`src/rtl/shift_add_multiplier.sv`:
```
// shift_add_multiplier: 8x8 unsigned sequential multiplier using an external 8-bit adder
module shift_add_multiplier (
  input  logic        clk,
  input  logic        rst_n,
  input  logic        start,
  input  logic [7:0]  multiplicand,
  input  logic [7:0]  multiplier,
  output logic        busy,
  output logic        done,
  output logic [15:0] product,
  output logic [7:0]  add_a,
  output logic [7:0]  add_b,
  output logic        add_cin,
  input  logic [7:0]  add_sum,
  input  logic        add_cout
);
  typedef enum logic [1:0] {IDLE, CALC, DONE} state_t;
  state_t      state, state_nxt;
  logic [7:0]  a, q, m;
  logic [2:0]  cnt;
  logic [15:0] product_reg;
  logic [15:0] shifted;
  always_comb begin
    state_nxt = state;
    state_nxt = (state == IDLE) ? (start ? CALC : IDLE) :
                (state == CALC) ? ((cnt == 3'd7) ? DONE : CALC) : IDLE;
  end
  assign busy    = (state == CALC);
  assign done    = (state == DONE);
  assign product = product_reg;
  assign add_a   = a;
  assign add_b   = q[0] ? m : 8'h00;
  assign add_cin = 1'b0;
  assign shifted = {add_cout, add_sum, q[7:1]};
  always_ff @(posedge clk or negedge rst_n) begin
    if (!rst_n) begin
      state       <= IDLE;
      a           <= 8'h00;
      q           <= 8'h00;
      m           <= 8'h00;
      cnt         <= 3'd0;
      product_reg <= 16'h0000;
    end else begin
      state <= state_nxt;
      if (state == IDLE && start) begin
        a   <= 8'h00;
        q   <= multiplier;
        m   <= multiplicand;
        cnt <= 3'd0;
      end else if (state == CALC) begin
        {a, q} <= shifted;
        cnt    <= cnt + 3'd1;
        if (cnt == 3'd7) product_reg <= shifted;
      end
    end
  end
endmodule

```
`config.mk`:
```
export PLATFORM = sky130hd
export DESIGN_NAME = shift_add_multiplier
export DESIGN_NICKNAME = d
export VERILOG_FILES = /design/src/rtl/shift_add_multiplier.sv
export SDC_FILE = /design/constraint.sdc
export NUM_CORES = 1
export LEC_CHECK = 0
export ABC_CLOCK_PERIOD_IN_PS = 1400
export CAP_MARGIN = 20
export CELL_PAD_IN_SITES_DETAIL_PLACEMENT = 1
export CELL_PAD_IN_SITES_GLOBAL_PLACEMENT = 1
export CORE_MARGIN = 2
export CORE_UTILIZATION = 30
export CTS_CLUSTER_DIAMETER = 200
export DETAILED_ROUTE_END_ITERATION = 8
export PLACE_DENSITY_LB_ADDON = 0.1
export RECOVER_POWER = 50
export SLEW_MARGIN = 10
export SYNTH_ARGS = -nofsm -noshare
export SYNTH_HDL_FRONTEND = slang
export SYNTH_SLANG_ARGS = --single-unit
```
`constraint.sdc`:
```
create_clock -name clk -period 1.4 [get_ports clk]
set_input_delay 0.28 -clock clk [delete_from_list [all_inputs] [get_ports clk]]
set_output_delay 0.28 -clock clk [all_outputs]
set_load 0.01 [all_outputs]
```
# After elaboration in Yosys (flattened, before gate mapping)

Cells that the tools add are included.

Output and inout bits: 35
Input bits: 28
Word-level logic and storage cells: 26
Register bits after elaboration: 45

Bitwise gates (word level): 1
Multiplexer cells: 11
Reduce and logical (&&, ||, !) cells: 4
Add/subtract/negate cells: 1
Eq/ne operators: 3

Operators with widths:

| kind                                                                  | number |
|---|---|
| 8-bit two-way mux                                                     | 5 |
| 2-bit two-way mux                                                     | 3 |
| 3-bit two-way mux                                                     | 2 |
| 3-bit by 1-bit adder with 3-bit output, second input constant         | 1 |
| 3-bit equality test, second input constant                            | 1 |
| 3-bit AND reduction                                                   | 1 |
| 2-bit by 1-bit equality test with 1-bit output, second input constant | 1 |
| 2-bit equality test, second input constant                            | 1 |
| 2-bit logical NOT                                                     | 1 |
| 2-bit nonzero test                                                    | 1 |
| 1-bit logical AND                                                     | 1 |
| 1-bit two-way mux                                                     | 1 |
| 1-bit NOT                                                             | 1 |

# Depth between registers and ports, before layout

Gate-level depths: netlist of run 1.

Depth in word-level cells: 4
Gate-level depth with buffers: 6

# Worst setup path before layout of run 1

OpenSTA, ideal clock, no wires.

Path type: reg-to-reg
Start: register cnt[0]
End: register product_reg[10] (netlist: product[10])
Clock period less this slack: 1.519 ns
Arrival time: 1.391 ns
Data required time: 1.272 ns
Setup time: 0.128 ns
Path slack: -0.119 ns
Cell stages (with the launch flop): 6
Cells stage by stage: dfrtp_1 -> ha_1 -> ha_1 -> nand2_2 -> buf_4 -> mux2_1

Word-level cells in the longest chain between the ends: 2

Ends and longest elaborated chain:

| item                          | line | text |
|---|---|---|
| from (decl)                   | 20   | `logic [2:0] cnt;` |
| from (signal assigned)        | 52   | `cnt <= cnt + 3'd1;` |
| 3-bit equality test           | 53   | `if (cnt == 3'd7) product_reg <= shifted;` |
| 3-bit AND reduction (no line) | n/a  |  |
| to (signal assigned)          | 53   |  |
| to (decl)                     | 21   | `logic [15:0] product_reg;` |

No other way between the ends.
A chain may end at the register's enable or synchronous reset.

# Final worst setup path of run 1

Start: register q[0]
End: output add_b[4]

Word-level cells in the longest chain between the ends: 1

Ends and longest elaborated chain:

| item                   | line | text |
|---|---|---|
| from (decl)            | 19   | `logic [7:0] a, q, m;` |
| from (signal assigned) | 47   | `q <= multiplier;` |
| from (signal assigned) | 51   | `{a, q} <= shifted;` |
| 8-bit two-way mux      | 32   | `assign add_b = q[0] ? m : 8'h00;` |
| to (decl)              | 12   | `output logic [7:0] add_b,` |

No other way between the ends.

==> flow_metrics.py, run 1 <==
metrics = {
    "outcome": {
        "status": "finished clean",
    },
    "critical_path": {
        "setup.worst_path.start": "q[0]",
        "cpPeakStageDelay_ns": 0.43,
        "critical-path-top-delay-family": "flip-flops",
        "cpMaxStageDelayCell": "dfrtp_2",
        "worstPathRequired_ns": 1.12,
        "crit_chain": "buf_4 > and2_1 > buf_2",
        "crit_arrival_ns": 1.11,
        "timing.rr.start": "cnt[0]",
        "crit_buf_inv": 2,
        "worstSetupPathType": "flip-flop to output port",
        "end_kind": "output port",
        "startpoint_type": "flip-flop",
        "cp_max_fo": 3,
    },
    "placement": {
        "hpwl_mm": 3.32,
        "place_area_um2": 2610,
        "port_buffers": 61,
        "place.gp.congestion": 0.723,
    },
    "power": {
        "irDropWorstVdd_uv": 826,
        "report.power.total_mw": 6.36,
        "powerDensity_nw_per_um2": 2150,
        "p_leak_nw": 1.35,
    },
    "final_layout": {
        "final_common_cell": "dfrtp_1",
        "multi_input_area_um2": 857,
        "fill_cells": 610,
        "syn2layout_area_growth_pct": 62.5,
        "final_cell_mix": "dfrtp_1, clkdlybuf4s50_1, dlygate4sd2_1",
        "regArea_um2": 1130,
        "final_area_um2": 2960,
        "antenna_cells": 0,
        "largest_reg_flops": 16,
        "drive_gt1_share_pct": 38.2,
        "nNetsFinal": 249,
    },
    "floorplan": {
        "die-area_um2": 6700,
        "core_um2": 5890,
        "die_w_um": 81.9,
        "die_height_um": 81.9,
        "initial_core_util_pct": 30.9,
        "rows": 28,
        "ios": 63,
    },
    "logic_synthesis": {
        "post_synth.cell_area_avg_um2": 13.5,
        "ys_ff_latch": 45,
        "ys.flop_type": "dfrtp_1",
        "netlist_instances": 135,
        "yosysTopAreaCellShare_pct": 61.9,
        "async_reset_ff_share_pct": 100,
        "ys_warn_count": 0,
        "yosysTopAreaCell": "dfrtp_1",
        "synth_edf_count": 0,
        "synth_cell_types": 24,
        "seq_area_frac_synth_pct": 61.9,
        "synthTopCellsByArea": "dfrtp_1, mux2_2, mux2_1",
        "syn-cell-area_um2": 1820,
        "syn-num-nets": 165,
    },
    "job": {
        "drv_cap": 0,
    },
    "clock_tree": {
        "clk_pin_slew_ns": 0.08,
        "cts_sinks": 45,
        "cts_buffers": 5,
        "clkLatencyLatePin_ns": 0.29,
        "tritoncts": "yes",
        "cts_buffer_depth": 2,
        "root_buffer": "clkbuf_8",
        "cts_htree_levels": 2,
    },
    "min_path": {
        "min_path_type": "flip-flop to flip-flop",
        "hold_start": "product[5]",
    },
    "sta": {
        "drv_slew": 0,
        "final.period_utilization_pct": 99.4,
        "max_freq_ghz": 0.719,
        "hold_viol": 0,
        "setup_violations": 0,
        "maxSlewHeadroom_pct": 58.0,
        "rsz0062_at_grt": "yes",
        "finalCriticalPeriod_ns": 1.39,
        "skew_ns": 0.00598,
        "worst_pin_slew_ns": 0.631,
    },
    "global_routing": {
        "grt_pass1_vias": 1556,
        "grt_max_degree": 46,
        "antenna_found_initial": 0,
        "grtUsageTotal_pct": 16.0,
        "globalRouteOverflowTotal": 0,
        "grt_pass1_wl_mm": 7.93,
    },
    "route": {
        "via_per_inst": 4.77,
        "wl_per_cell_um": 17.2,
        "drt-pass1-iter-count": 2,
        "routed_wl_mm": 5.09,
        "via_count": 1407,
        "postRouteAntennaNets": 0,
        "drt_iter0_markers": 29,
        "route.detailed.drc": 0,
    },
}
cell usage after synthesis (all sizes together), types with 2 or more instances:
cell type / number
dfrtp: 45
mux2: 24
a22o: 10
nor2: 10
and2: 8
o22ai: 8
o32ai: 8
clkbuf: 5
buf: 3
ha: 2
inv: 2
nand2: 2
nand2b: 2
routing by layer:
| layer | vias to the layer above | GRT usage, % | routed length (um) | share of wire (%) |
|---|---|---|---|---|
| li1 | 654 | - | - | - |
| met1 | 709 | 19.0 | 2110 | 41 |
| met2 | 40 | 26.8 | 2650 | 52 |
| met3 | 4 | 3.96 | 281 | 5.5 |
| met4 | 0 | 8.50 | 46 | 0.90 |
| met5 | - | 0 | 0 | 0 |
report_power, final:
group          leakage [nW]  total, mW  switching [mW]  internal [mW]
Combinational         0.780       3.22            1.31           1.91
Sequential            0.524       2.37           0.441           1.93
Clock                0.0450      0.776           0.429          0.347
cell families (layout without fill, tap and decap cells):
logic type | count (synthesis) | in the layout | share of synthesized area, %
flip-flops | 45 | 45 | 61.9
AO/OA/AOI/OAI | 29 | 29 | 12.4
AND/OR/NAND/NOR | 23 | 25 | 6.53
adder cells (fa/ha/maj) | 2 | 2 | 1.38
multiplexers | 24 | 24 | 14.9
buffers and inverters | 11 | 94 | 2.75
other | 1 | 1 | 0.206
final timing paths:
| path | end | cells past startpoint | slack [ns] |
|---|---|---|---|
| min in group asynchronous | q[4] | 3 | 0.65 |
| min | product[5] | 1 | 0.51 |
| max reg2reg | product[7] | 4 | 0.02 |
| max in group asynchronous | state[0] | 3 | 0.30 |
| max | add_b[4] | 3 | 0.009 |
| min reg2reg | product[5] | 1 | 0.51 |
stage by stage:
| step | cells | setup TNS [ns] | hold slack, ns | worst slack [ns] | utilization (%) |
|---|---|---|---|---|---|
| after floorplan | 135 | 0 | -0.0156 | 0.00854 | - |
| after global placement | 275 | -3.72 | 0.275 | -0.161 | 44.3 |
| after detailed placement | 275 | -5.86 | 0.280 | -0.216 | 44.3 |
| after CTS | 291 | -0.0115 | 0.496 | -0.00427 | 46.4 |
| after global routing | 295 | -0.270 | 0.528 | -0.0362 | 50.2 |
| final | 295 | 0 | 0.507 | 0.00908 | 50.2 |
final cells by class:
class | count | share of cell area (%)
sequential | 45 | 38.2
multi-input combinational | 81 | 29.0
timing repair buffer | 83 | 26.3
tap | 75 | 3.17
clock buffer | 6 | 2.45
inverter | 3 | 0.550
clock inverter | 2 | 0.339
what timing repair did:
| action | 4_1_cts | 5_1_grt |
|---|---|---|
| buffers inserted | 6 | 3 |
| pin swaps | 2 | 5 |
| hold endpoints to repair | 45 | 0 |
| cloned | 1 | 1 |
| hold buffers | 1 | 0 |
| gates resized for setup | 76 | 47 |
| setup endpoints to repair | 58 | 37 |
No activity file was read; power rests on OpenSTA's default activity.
==> run 2, diff against run 1 <==
ABC_AREA = 0   (was unset)
CTS_CLUSTER_DIAMETER = unset   (was 200)
SLEW_MARGIN = unset   (was 10)
==> results of run 2 <==
Same layout as run 1: the final DEF is identical, and so are final timing and power.
